### config.mk
export PLATFORM = sky130hd
export DESIGN_NAME = seg7_output
export DESIGN_NICKNAME = d
export VERILOG_FILES = /design/src/rtl/seg7_output.sv
export SDC_FILE = /design/constraint.sdc
export NUM_CORES = 1
export LEC_CHECK = 0
export CAP_MARGIN = 20
export CELL_PAD_IN_SITES_DETAIL_PLACEMENT = 1
export CELL_PAD_IN_SITES_GLOBAL_PLACEMENT = 1
export CORE_MARGIN = 1.5
export CORE_UTILIZATION = 33
export DETAILED_ROUTE_END_ITERATION = 10
export HOLD_SLACK_MARGIN = 0.12
export PLACE_DENSITY = 0.85
export SETUP_SLACK_MARGIN = 0.05
export SLEW_MARGIN = 40
export SYNTH_ARGS = -nofsm -noshare
export SYNTH_HDL_FRONTEND = slang
export SYNTH_SLANG_ARGS = --single-unit
### constraint.sdc
create_clock -name HCLK -period 2.79 [get_ports HCLK]
set_clock_uncertainty 0.05 [all_clocks]
set_input_delay 0.837 -clock HCLK [delete_from_list [all_inputs] [get_ports HCLK]]
set_output_delay 0.837 -clock HCLK [all_outputs]
set_load 0.005 [all_outputs]
### src/rtl/seg7_output.sv
// seg7_output: AHB-Lite slave driving a 4-digit multiplexed seven-segment
// display. Software writes four hex nibbles (DATA), a decimal-point mask
// (DPMASK) and an enable bit (CTRL). A prescaled scan engine walks the
// digits and a registered output stage drives active-low SEG/DP/AN lines.
module seg7_output #(
    parameter int REFRESH_DIV = 50000
) (
    input  logic        HCLK,
    input  logic        HRESETn,
    input  logic        HSEL,
    input  logic [31:0] HADDR,
    input  logic [1:0]  HTRANS,
    input  logic        HWRITE,
    input  logic        HREADY,
    input  logic [31:0] HWDATA,
    output logic        HREADYOUT,
    output logic [31:0] HRDATA,
    output logic [6:0]  SEG,
    output logic        DP,
    output logic [3:0]  AN
);

    localparam int CW = (REFRESH_DIV > 2) ? $clog2(REFRESH_DIV) : 1;
    localparam logic [CW-1:0] CNT_LAST = CW'(REFRESH_DIV - 1);

    // Register map offsets (HADDR[3:2])
    localparam logic [1:0] A_DATA   = 2'd0;
    localparam logic [1:0] A_DPMASK = 2'd1;
    localparam logic [1:0] A_CTRL   = 2'd2;

    // Address-phase capture
    logic        rhsel_reg, rhsel_next;
    logic        rhwrite_reg, rhwrite_next;
    logic [1:0]  raddr_reg, raddr_next;

    // Software-visible registers
    logic [15:0] data_reg, data_next;
    logic [3:0]  dpmask_reg, dpmask_next;
    logic        en_reg, en_next;

    // Scan engine
    logic [CW-1:0] cnt_reg, cnt_next;
    logic [1:0]    idx_reg, idx_next;

    // Output stage
    logic [3:0]  an_reg, an_next;
    logic [6:0]  seg_reg, seg_next;
    logic        dp_reg, dp_next;

    logic        wr_en;
    logic [3:0]  digit [4];
    logic [3:0]  cur_digit;
    logic [31:0] rd_data;

    // Bits of the bus that this slave never looks at
    logic unused_bits;
    assign unused_bits = ^{HADDR[31:4], HADDR[1:0], HTRANS[0], HWDATA[31:16]};

    // Split the DATA register into per-digit nibbles
    generate
        for (genvar gi = 0; gi < 4; gi++) begin : g_digit
            assign digit[gi] = data_reg[4*gi+3 : 4*gi];
        end
    endgenerate

    assign wr_en     = rhsel_reg & rhwrite_reg;
    assign cur_digit = digit[idx_reg];

    // Address phase: latch an accepted transfer, otherwise mark the data phase idle
    always_comb begin
        rhsel_next   = HSEL & HREADY & HTRANS[1];
        rhwrite_next = rhwrite_reg;
        raddr_next   = raddr_reg;
        if (rhsel_next) begin
            rhwrite_next = HWRITE;
            raddr_next   = HADDR[3:2];
        end
    end

    // Write data phase: update the addressed register with HWDATA
    always_comb begin
        data_next   = data_reg;
        dpmask_next = dpmask_reg;
        en_next     = en_reg;
        if (wr_en) begin
            case (raddr_reg)
                A_DATA:   data_next   = HWDATA[15:0];
                A_DPMASK: dpmask_next = HWDATA[3:0];
                A_CTRL:   en_next     = HWDATA[0];
                default:  ;
            endcase
        end
    end

    // Read data phase: combinational mux of the addressed register
    always_comb begin
        rd_data = 32'd0;
        if (rhsel_reg && !rhwrite_reg) begin
            case (raddr_reg)
                A_DATA:   rd_data = {16'd0, data_reg};
                A_DPMASK: rd_data = {28'd0, dpmask_reg};
                A_CTRL:   rd_data = {31'd0, en_reg};
                default:  rd_data = 32'd0;
            endcase
        end
    end

    // Scan engine: counts only while enabled now and not being disabled this
    // cycle, so a disable landing on terminal count sends idx back to 0
    always_comb begin
        cnt_next = cnt_reg;
        idx_next = idx_reg;
        if (!(en_reg && en_next)) begin
            cnt_next = '0;
            idx_next = 2'd0;
        end else if (cnt_reg == CNT_LAST) begin
            cnt_next = '0;
            idx_next = idx_reg + 2'd1;
        end else begin
            cnt_next = cnt_reg + 1'b1;
        end
    end

    // Output stage: hex decode of the selected digit, blank when disabled
    always_comb begin
        an_next  = 4'hF;
        seg_next = 7'h7F;
        dp_next  = 1'b1;
        if (en_reg) begin
            an_next = ~(4'b0001 << idx_reg);
            dp_next = ~dpmask_reg[idx_reg];
            case (cur_digit)
                4'h0: seg_next = 7'h40;
                4'h1: seg_next = 7'h79;
                4'h2: seg_next = 7'h24;
                4'h3: seg_next = 7'h30;
                4'h4: seg_next = 7'h19;
                4'h5: seg_next = 7'h12;
                4'h6: seg_next = 7'h02;
                4'h7: seg_next = 7'h78;
                4'h8: seg_next = 7'h00;
                4'h9: seg_next = 7'h10;
                4'hA: seg_next = 7'h08;
                4'hB: seg_next = 7'h03;
                4'hC: seg_next = 7'h46;
                4'hD: seg_next = 7'h21;
                4'hE: seg_next = 7'h06;
                default: seg_next = 7'h0E;
            endcase
        end
    end

    // State registers with asynchronous active-low reset
    always_ff @(posedge HCLK or negedge HRESETn) begin
        if (!HRESETn) begin
            rhsel_reg   <= 1'b0;
            rhwrite_reg <= 1'b0;
            raddr_reg   <= 2'd0;
            data_reg    <= 16'd0;
            dpmask_reg  <= 4'd0;
            en_reg      <= 1'b0;
            cnt_reg     <= '0;
            idx_reg     <= 2'd0;
            an_reg      <= 4'hF;
            seg_reg     <= 7'h7F;
            dp_reg      <= 1'b1;
        end else begin
            rhsel_reg   <= rhsel_next;
            rhwrite_reg <= rhwrite_next;
            raddr_reg   <= raddr_next;
            data_reg    <= data_next;
            dpmask_reg  <= dpmask_next;
            en_reg      <= en_next;
            cnt_reg     <= cnt_next;
            idx_reg     <= idx_next;
            an_reg      <= an_next;
            seg_reg     <= seg_next;
            dp_reg      <= dp_next;
        end
    end

    assign HREADYOUT = 1'b1;
    assign HRDATA    = rd_data;
    assign SEG       = seg_reg;
    assign DP        = dp_reg;
    assign AN        = an_reg;

endmodule

==> flow_summary.yaml <==
synth:
  ys.warnings.count: 0
  synthArstFlopShare_pct: 100.0
  synth_edf_count: 0
  synth_area_leaders: "dfrtp_1 37%, dfstp_2 11%, mux2_2 9.2%"
  syn_inst: 262
  yosysMostFrequentCell: "dfrtp_1"
  synth_ff_type: "dfrtp_1"
  synth-seq-cells: 55
  synth_cell_types: 43
  synth_area_um2: 2943
  netlist.area_leader.share_pct: 36.56
  synth_top_cell_by_area: "dfrtp_1"
  synth_seq_area_share_pct: 47.28
  avgSynthCellArea_um2: 11.23
  synthTopCellsByCount: "43 x dfrtp_1, 30 x nor2_1, 24 x mux2_2, 20 x buf_4, 13 x nand2_1"
route:
  vias_per_cell: 4.816
  routed_wl_um: 6558
  first_iter_violations: 62
  routed-via-count: 2090
  routedWlPerCell_um: 15.11
  route.detailed.drc: 0
  drtAntennaViolNets: 0
  firstDrtPassIters: 4
clock_network:
  cts-root-buf: "clkbuf_8"
  insertion_delay_ns: 0.32
  cts_buffers: 5
  clk_path_buf_depth: 2
  htreeDepth: 2
  cts_tree: "yes"
  cts_sinks: 55
  clk_pin_slew_ns: 0.11
critical_path:
  critPathCaptureType: "primary output"
  crit_arrival_ns: 1.79
  cp_max_fo: 5
  max_stage_delay_ns: 0.43
  critPathSlowestCell: "or3b_4"
  crit_type: "reg -> out"
  cp-start-kind: "flop"
  crit_chain: "or3b_4, nor2_4, buf_6, and2_1, dlygate4sd2_1"
  reg2reg_setup_slack_ns: 0.49
  crit_family: "simple AND/OR/NAND/NOR gates"
  cp_num_buf_inv: 2
  required_ns: 1.90
floorplanning:
  start_util_pct: 33.91
  io_pins: 116
  die-area_um2: 9494
  die-width_um: 97.44
  rows: 34
  die_h_um: 97.44
  core-area_um2: 8678
global_routing:
  grt_use_met3_pct: 2.014
  globalRoute.totalOverflow: 0
  grt_max_degree: 30
  grt_pass1_vias: 2234
  use_met2_pct: 24.79
  grt_pass1_wl_um: 10780
  antenna_found_initial: 0
  grt.busiest_layer: "met2"
  grt_use_total_pct: 13.94
  grt_use_met1_pct: 17.03
sta:
  final-hold-violation-count: 0
  fin_ws_ns: 0.1096
  period_share_pct: 96.07
  setup_tns_ns: 0
  fmax_ghz: 0.3731
  tightest_slew_ns: 0.6717
  holdWs_ns: 0.4585
  slew_headroom_pct: 55.22
  rsz0062_at_grt: "false"
  report.final.slew_viol_count: 0
  setup_viol: 0
  post-route-min-period_ns: 2.680
power:
  combPwrFrac_pct: 34.2
  ir_drop_mv: 0.2504
  pwr-share-clk_pct: 18.4
  intPower_mw: 1.684
  switching_share_pct: 32.82
  power_switching_mw: 0.8227
  powerDensity_nw_per_um2: 683.0
  leakage_nw: 1.620
  power.total_mw: 2.507
  p_seq_share_pct: 47.4
final_layout:
  nNetsFinal: 407
  antennaDiodeCount: 0
  drive_gt1_share_pct: 26.07
  synthToLayoutAreaGrowth_pct: 24.70
  final_cells: 434
  fillers: 995
worst_hold_path:
  min_path_type: "reg -> reg"
outcome:
  status: "complete, no violations"
job:
  max_cap_viol_count: 0
placement:
  gp_congestion: 0.8124
  hpwl_um: 4727
  port_buffers: 51
  place_inst: 418
  dp_slack_ns: 0.01569
-- power groups by stage --
stage / sequential [mW] / combinational, mW / clock, mW
6_report: 1.19 / 0.858 / 0.461
4_1_cts: 1.19 / 0.855 / 0.474
3_5_place_dp: 1.20 / 0.842 / 0
2_1_floorplan: 1.16 / 0.557 / 0
5_1_grt: 1.22 / 0.943 / 0.500
3_3_place_gp: 1.19 / 0.810 / 0
-- metrics by stage --
stage | utilization [%] | instance area [um^2]
6_report | 42.29 | 3670
5_1_grt | 42.29 | 3670
4_1_cts | 42.27 | 3669
3_5_place_dp | 40.60 | 3523
3_3_place_gp | 40.60 | 3523
2_1_floorplan | - | 2999
-- final cells by class --
class,count,area (um^2),share of cell area [%]
multi-input combinational,184,1399,38.12
sequential,55,1393,37.95
timing repair buffer,67,606.8,16.54
tap,108,135.1,3.682
clock buffer,5,68.82,1.875
inverter,12,45.04,1.227
clock inverter,3,22.52,0.6137
-- per-layer routing --
layer,wire length (um),up-vias
met5,0,-
met2,3358,50
met4,96,0
li1,-,983
met3,264,7
met1,2840,1050
-- worst paths after layout --
kind	cells after the start	to	startpoint
max	5	HRDATA[9]	rhwrite_reg
min	1	cnt_reg[0]	cnt_reg[0]
max reg2reg	6	SEG[0]	idx_reg[0]
min reg2reg	1	cnt_reg[0]	cnt_reg[0]
max in group asynchronous	2	AN[1]	HRESETn
min in group asynchronous	1	data_reg[10]	HRESETn
-- logic make-up after synthesis --
family / count (synthesis) / synth area share, %
simple gates: 88 / 15.31
compound gates: 20 / 5.230
fa+ha+maj: 11 / 4.677
other cells: 2 / 0.2552
flops: 55 / 47.28
xor+xnor: 13 / 3.869
mux: 35 / 15.43
buf+inv: 38 / 7.950
-- cell usage in the layout (no fill, tap or decap), types with 2 or more instances in the layout --
cell / instances
dfrtp_1: 42
clkdlybuf4s50_1: 34
nor2_1: 29
mux2_2: 24
conb_1: 17
nand2_1: 13
dfstp_2: 12
inv_1: 12
xnor2_1: 12
ha_1: 11
buf_4: 11
dlygate4sd2_1: 9
nand3_1: 8
buf_2: 7
and2_4: 6
and2_1: 6
mux2i_1: 6
a21oi_1: 6
nand4_1: 5
nor3_1: 5
clkbuf_8: 5
buf_6: 4
mux4_1: 3
o211ai_1: 3
nand4b_1: 2
a31o_2: 2
nor4bb_1: 2
or2b_1: 2
nor4_1: 2
mux4_2: 2
nor2b_1: 2
-- timing repair --
action | CTS | global route
pin swaps | 1 | 2
setup buffers | 4 | 3
endpoints found under the setup margin | 16 | 6
gates resized for setup | 41 | 11
hold buffers | 0 | 0
cloned | 1 | 0
Power figures use the tool's default switching activity.
